--- src/rtl/m65c02_mem_wait_ctrl.sv ---
// Memory-cycle controller: region decode, per-region wait states,
// core Rdy generation, registered read data and IO watchdog.
module m65c02_mem_wait_ctrl #(
   parameter int          pWS_RAM   = 0,
   parameter int          pWS_ROM   = 1,
   parameter int          pWS_IO    = 2,
   parameter logic [7:0]  pROM_PAGE = 8'hF0,
   parameter logic [7:0]  pIO_PAGE  = 8'hEF,
   parameter int          pTimeout  = 255
) (
   input  logic        Clk,
   input  logic        Rst,
   input  logic [15:0] AO,
   input  logic [1:0]  IO_Op,
   input  logic [7:0]  DO,
   output logic        Rdy,
   output logic [7:0]  DI,
   output logic        BusErr,
   output logic [15:0] MA,
   output logic [7:0]  MD_O,
   input  logic [7:0]  MD_I,
   output logic        nRD,
   output logic        nWR,
   output logic [2:0]  nCS,
   input  logic        Wait_In
);

   localparam logic [3:0] WS_RAM = 4'(pWS_RAM);
   localparam logic [3:0] WS_ROM = 4'(pWS_ROM);
   localparam logic [3:0] WS_IO  = 4'(pWS_IO);
   localparam logic [7:0] TMO    = 8'(pTimeout);

   typedef enum logic {IDLE, WAIT} state_t;

   state_t      state, state_nxt;
   logic [3:0]  cnt, cnt_nxt;
   logic [7:0]  tmo, tmo_nxt;
   logic [2:0]  cs_l, cs_l_nxt;
   logic [1:0]  op_l, op_l_nxt;
   logic [2:0]  cs_dec, cs_eff, cs_act;
   logic [1:0]  op_eff;
   logic [3:0]  ws_dec;
   logic        io_w;
   logic        rdy_c;
   logic        err_set;

   // Active-high one-hot region select; IO wins over ROM over RAM
   always_comb begin
      cs_dec = 3'b001;
      ws_dec = WS_RAM;
      if (AO[15:8] == pIO_PAGE) begin
         cs_dec = 3'b100;
         ws_dec = WS_IO;
      end else if (AO[15:8] >= pROM_PAGE) begin
         cs_dec = 3'b010;
         ws_dec = WS_ROM;
      end
   end

   always_comb begin
      state_nxt = state;
      cnt_nxt   = cnt;
      tmo_nxt   = tmo;
      cs_l_nxt  = cs_l;
      op_l_nxt  = op_l;
      cs_eff    = cs_dec;
      op_eff    = IO_Op;
      io_w      = 1'b0;
      rdy_c     = 1'b0;
      err_set   = 1'b0;
      case (state)
         IDLE: begin
            if (IO_Op == 2'b00) begin
               rdy_c = 1'b1;
            end else if (ws_dec == 4'd0 && !cs_dec[2]) begin
               rdy_c = 1'b1;
            end else begin
               state_nxt = WAIT;
               cnt_nxt   = (ws_dec == 4'd0) ? 4'd0 : ws_dec - 4'd1;
               tmo_nxt   = 8'd0;
               cs_l_nxt  = cs_dec;
               op_l_nxt  = IO_Op;
            end
         end
         WAIT: begin
            cs_eff = cs_l;
            op_eff = op_l;
            io_w   = cs_l[2] & Wait_In;
            if (cnt != 4'd0)
               cnt_nxt = cnt - 4'd1;
            if (io_w)
               tmo_nxt = tmo + 8'd1;
            // Watchdog forces completion of a hung IO cycle
            if (io_w && tmo == TMO) begin
               rdy_c     = 1'b1;
               err_set   = 1'b1;
               state_nxt = IDLE;
            end else if (cnt == 4'd0 && !io_w) begin
               rdy_c     = 1'b1;
               state_nxt = IDLE;
            end
         end
         default: state_nxt = IDLE;
      endcase
   end

   always_ff @(posedge Clk) begin
      if (Rst) begin
         state  <= IDLE;
         cnt    <= 4'd0;
         tmo    <= 8'd0;
         cs_l   <= 3'b000;
         op_l   <= 2'b00;
         DI     <= 8'h00;
         BusErr <= 1'b0;
      end else begin
         state <= state_nxt;
         cnt   <= cnt_nxt;
         tmo   <= tmo_nxt;
         cs_l  <= cs_l_nxt;
         op_l  <= op_l_nxt;
         if (rdy_c && op_eff[1])
            DI <= MD_I;
         if (err_set)
            BusErr <= 1'b1;
      end
   end

   assign cs_act = (!Rst && op_eff != 2'b00) ? cs_eff : 3'b000;
   assign nCS    = ~cs_act;
   assign nRD    = ~(!Rst && op_eff[1]);
   assign nWR    = ~(!Rst && op_eff == 2'b01);
   assign Rdy    = rdy_c & ~Rst;
   assign MA     = AO;
   assign MD_O   = DO;

endmodule
--- config.mk ---
export PLATFORM = sky130hd
export DESIGN_NAME = m65c02_mem_wait_ctrl
export DESIGN_NICKNAME = d
export VERILOG_FILES = /design/src/rtl/m65c02_mem_wait_ctrl.sv
export SDC_FILE = /design/constraint.sdc
export NUM_CORES = 1
export LEC_CHECK = 0
export CORE_ASPECT_RATIO = 0.9
export CORE_UTILIZATION = 27
export DETAILED_ROUTE_END_ITERATION = 10
export PLACE_DENSITY_LB_ADDON = 0.1
export SLEW_MARGIN = 20
export SYNTH_ARGS = -nofsm -noshare
export SYNTH_HDL_FRONTEND = slang
export SYNTH_SLANG_ARGS = --single-unit
--- constraint.sdc ---
create_clock -name Clk -period 3.5 [get_ports Clk]
set_clock_uncertainty 0.2 [all_clocks]
set_input_delay 0.7 -clock Clk [delete_from_list [all_inputs] [get_ports Clk]]
set_output_delay 0.7 -clock Clk [all_outputs]
set_load 0.02 [all_outputs]
== Yosys cells after proc, flatten, opt, wreduce, memory -nomap -nowiden ==
Index checks and enable logic that the tools add are counted.

* Input bits: 37
* Logic and storage cells: 73
* Flip-flop bits (word level): 27
* Output and inout port bits: 39

* Equality and inequality tests: 7
* Magnitude comparators: 1
* Add/subtract/negate cells: 3
* Muxes and demuxes: 28
* Reduce and logical (&&, ||, !) cells: 18
* Bitwise operators: 9

{| class="wikitable"
|+ Operator list
! cell !! number
|-
| 8-bit two-way mux || 3
|-
| 8-bit == test, second input constant || 2
|-
| 4-bit two-way mux || 4
|-
| 8-bit one-hot mux with 2 select lines || 1
|-
| 1-bit two-way mux || 11
|-
| 3-bit two-way mux || 3
|-
| 3-bit AND reduction || 3
|-
| 8-bit by 1-bit adder with 8-bit output, second input constant || 1
|-
| 8-bit greater-or-equal comparator, second input constant || 1
|-
| 4-bit logical NOT || 2
|-
| 4-bit one-hot mux with 2 select lines || 1
|-
| 4-bit by 1-bit subtractor with 4-bit output, second input constant || 2
|-
| 1-bit logical AND || 7
|-
| 2-bit two-way mux || 3
|-
| 1-bit NOT || 6
|-
| 2-bit by 1-bit inequality test with 1-bit output, second input constant || 2
|-
| 2-bit inequality test, second input constant || 2
|-
| 1-bit one-hot mux with 2 select lines || 2
|-
| 4-bit nonzero test || 1
|-
| 1-bit logical NOT || 3
|-
| 3-bit NOT || 1
|-
| 1-bit bitwise AND || 2
|-
| 2-bit by 1-bit == test with 1-bit output, second input constant || 1
|-
| 2-bit logical NOT || 1
|-
| 2-bit nonzero test || 1
|}

== Longest topological paths before layout ==
Gate-level depths: netlist of the first run.

* Depth in word-level cells: 9
* Depth in mapped cells: 6

== Worst setup path before layout of the first run ==
No wires, ideal clock.

* Kind: input -> output
* From: input AO[11]
* To: output Rdy
* Arrival: 1588 ps
* Slack: 1012 ps
* Required time: 2600 ps
* Cell stages on the path: 4
* Cell sequence: a41oi_2 > nor3_4 > a21oi_1 > nor2b_1

* Cells in the longest elaborated chain, start to end: 9
* Elaborated cells on any way between the ends: 12
* Those cells by class: 1 x order compare; 1 x eq/ne; 6 x mux; 1 x bitwise; 3 x reduce/logical

{| class="wikitable"
|+ RTL lines
! item !! line !! RTL
|-
| start, declared || 13 || <nowiki>input logic [15:0] AO,</nowiki>
|-
| 8-bit greater-or-equal comparator || 54 || <nowiki>end else if (AO[15:8] >= pROM_PAGE) begin</nowiki>
|-
| 1-bit two-way mux || 54 ||
|-
| 2-bit two-way mux || 51 || <nowiki>if (AO[15:8] == pIO_PAGE) begin</nowiki>
|-
| 4-bit logical NOT || 75 || <nowiki>end else if (ws_dec == 4'd0 && !cs_dec[2]) begin</nowiki>
|-
| 1-bit logical AND (*) || 75 ||
|-
| 1-bit two-way mux (*) || 75 ||
|-
| 1-bit two-way mux (*) || 73 || <nowiki>if (IO_Op == 2'b00) begin</nowiki>
|-
| 1-bit one-hot mux with 2 select lines (*) || 71 || <nowiki>case (state)</nowiki>
|-
| 1-bit bitwise AND (*) || 133 || <nowiki>assign Rdy = rdy_c & ~Rst;</nowiki>
|-
| end, declared || 16 || <nowiki>output logic Rdy,</nowiki>
|}

Mark *: on every way between the ends. The rest lies on a longest branch, timed or not.

== Worst setup path in the final report of the first run ==
* From: input AO[15]
* To: output nCS[0]

* Cells in the longest elaborated chain, start to end: 6
* Elaborated cells on any way between the ends: 7
* Those cells by class: 1 x order compare; 1 x eq/ne; 4 x mux; 1 x bitwise

{| class="wikitable"
|+ RTL lines
! item !! line !! RTL
|-
| 8-bit greater-or-equal comparator || 54 ||
|-
| 2-bit two-way mux || 54 ||
|-
| 3-bit two-way mux (*) || 51 ||
|-
| 3-bit two-way mux (*) || 71 ||
|-
| 3-bit two-way mux (*) || 129 || <nowiki>assign cs_act = (!Rst && op_eff != 2'b00) ? cs_eff : 3'b000;</nowiki>
|-
| 3-bit NOT (*) || 130 || <nowiki>assign nCS = ~cs_act;</nowiki>
|-
| end, declared || 24 || <nowiki>output logic [2:0] nCS,</nowiki>
|}

Marked as above.

==> results of run 1 <==
[per-stage QoR]
step	hold slack, ns	util [%]	worst slack, ns	power (mW)	std cells
2_1_floorplan	0.224	-	1.01	0.417	185
3_3_place_gp	0.240	35.0	0.0523	0.451	278
3_5_place_dp	0.239	35.0	0.0390	0.454	278
4_1_cts	0.254	35.8	0.0256	0.639	282
5_1_grt	0.267	35.9	0.0660	0.661	282
6_report	0.251	35.9	0.172	0.625	282
[kinds of logic after synthesis]
group | Yosys count | share of synthesized area, %
buffers and inverters | 36 | 14.7
DFF | 27 | 33.1
muxes | 12 | 7.43
adders and majority gates | 3 | 2.30
and+or+nand+nor | 76 | 27.0
AOI/OAI and AO/OA | 31 | 15.5
[worst min-delay path, cell delays in order, from the launching register on]
cell and delay (ns):
dfxtp_1 0.31, inv_1 0.06, nor3_1 0.05
[cell type report]
cell class,instances,area share [%]
clock buffer,4,2.18
inverter,4,0.727
multi-input combinational,122,41.3
sequential,27,26.2
tap,70,4.24
timing repair buffer,55,25.3
[registers in the layout, summed over array words and instances (netlist names)]
| name | count |
|---|---|
| op_l | 2 |
| tmo | 8 |
| cnt | 4 |
| BusErr | 1 |
| state | 1 |
| DI | 8 |
| cs_l | 3 |
[worst paths after layout]
check | start | to | slack (ns)
setup / recovery | AO[15] | nCS[0] | 0.17
hold / removal | cs_l[0]$_SDFFE_PP0P_ | cs_l[0]$_SDFFE_PP0P_ | 0.25
setup reg to reg | cnt[0]$_SDFFE_PP0P_ | DI[1]$_SDFFE_PP0P_ | 1.23
hold reg to reg | cs_l[0]$_SDFFE_PP0P_ | cs_l[0]$_SDFFE_PP0P_ | 0.25
[synthesized netlist by cell type (3+ instances only)]
library cell and count:
dfxtp_1 27, nand2b_1 19, a311oi_1 5, a21oi_1 10
nand3_1 6, nor3_1 5, o21ai_0 3, a31oi_1 4
clkbuf_1 6, mux2i_1 11, buf_4 24, inv_1 4
nand2_1 13, nor2_1 16, ha_1 3
[layer usage]
metal  GRT usage [%]  up-vias  wire length, microns
met4            3.07        0                    31
met2            22.6       28                  1940
met3            3.36        6                   160
met5               0        -                     0
met1            15.0      632                  1730
li1                -      682                     -
[power breakdown]
group	total, mW	leakage, nW	internal, mW	switching, mW
clock	0.180	0.0228	0.0816	0.0985
sequential	0.319	0.219	0.315	0.00403
combinational	0.126	0.504	0.0665	0.0593
==> run metrics, run 1 <==
run status=complete, but fails checks; failing checks=design-rule violations; vias in the first global route=1322; worst r2r path cells=6; CORE AREA=5760 sq um; Crit-path slowest cell=clkdlybuf4s50_1; power per cell area=303 nW/um^2; antenna violations before repair=0; Final nets=253; Initial Utilization=28.4%; Antenna Nets Post-Route=0; Register Area=541 sq um; Top FF cell, synth=dfxtp_1; Post-synth EDFFs=0; FF+latch count, synth=27; largest net degree at the start of global routing=28; Pre-Repair DR Iteration Count=9; insertion delay of the later-clocked pin in the worst-skew pair=0.27 ns; die width=84.0 microns; synthesized net count=225; most frequent cells in the layout=clkdlybuf4s50_1 (42), dfxtp_1 (27), nand2b_1 (19); register area share after synthesis=33.1%; Yosys cell types=39; final worst path period share=95.1%; total clock buffers created by CTS=3; RSZ-0062 raised after global routing=no; DR iter-0 viols=56; ratio of cells with drive above 1 in the final layout=14.2%; Rows=26; maximum clock rate=300 MHz; GP Congestion=0.714; DRC viols=6; vias per inst=4.78; Post CTS Setup Buffer Count=0; Hold Vio Cnt, Final=0; P&R area growth vs syn=26.3%; die height=75.8 microns; design area=2060 sq um; first-pass GRT wire length=6240 microns; relative slew slack=60.9%; # IOs=76; WL per Instance=13.7 microns; CP arrival=2.43 ns; min cycle time layout=3.33 ns; Synth top area share=33.1%; Inserted Diodes=0; worst-path fanout max=8; # port buffers=43; TritonCTS clock tree=done; P_leak=0.745 nW; Async S/R FF share, synth=0%; setup violators final=0; crit-path leading delay family=buffers and inverters; placed instance area=2020 sq um; Data required, critical path=2.60 ns; # hold bufs at CTS=0; Worst-Margin Slew=0.584 ns; critical path type=in -> out; Hold Path Depth=2; PostCTS Resize Cnt=0; Hold Crit Class=reg -> reg; crit path cell chain=clkdlybuf4s50_1 -> nand4b_4 -> nor2_1 -> a21oi_1 -> nand2_1 -> clkdlybuf4s50_1; synth top area cells=dfxtp_1 (33%), buf_4 (11%), nand2b_1 (7.3%), mux2i_1 (6.7%), nor2_1 (3.7%); Max stage delay on crit path=0.62 ns; Sink Count=27; filler instances=578; die area=6370 sq um; Syn Std Cell Area=1630 sq um; Mapped Avg Cell Area=8.83 sq um; Crit path buffers/inverters=2; Remaining Overflow, GRT=0; final setup TNS=0 ns; Vias=1348; Max Cap Viol=0; CP endpoint kind=output pin; Max clock buf depth=2; Crit. path cell count=6; Ys Warns=0; multi-input logic area=853 sq um; root buffer cell=clkbuf_8; area leader, netlist=dfxtp_1; Final Max Slew Viols=0; Max H-tree Level=1; total track usage=12.5%; most used cell, CP=clkdlybuf4s50_1; drt total wl=3860 microns; DP Wirelength=3010 microns; leading cell type in the layout, fill and taps excluded=clkdlybuf4s50_1; Reg clk slew, reported paths=0.09 ns; CP Launch Type=primary input; Post-Syn Instances=185; peak supply drop=0.000150 V
No activity file was read; power rests on OpenSTA's default activity.
==> inputs of run 2 (changes only) <==
- CTS_CLUSTER_DIAMETER: not set -> 150
==> results of run 2 <==
No change in the layout: final DEF, timing and power equal those of run 1.
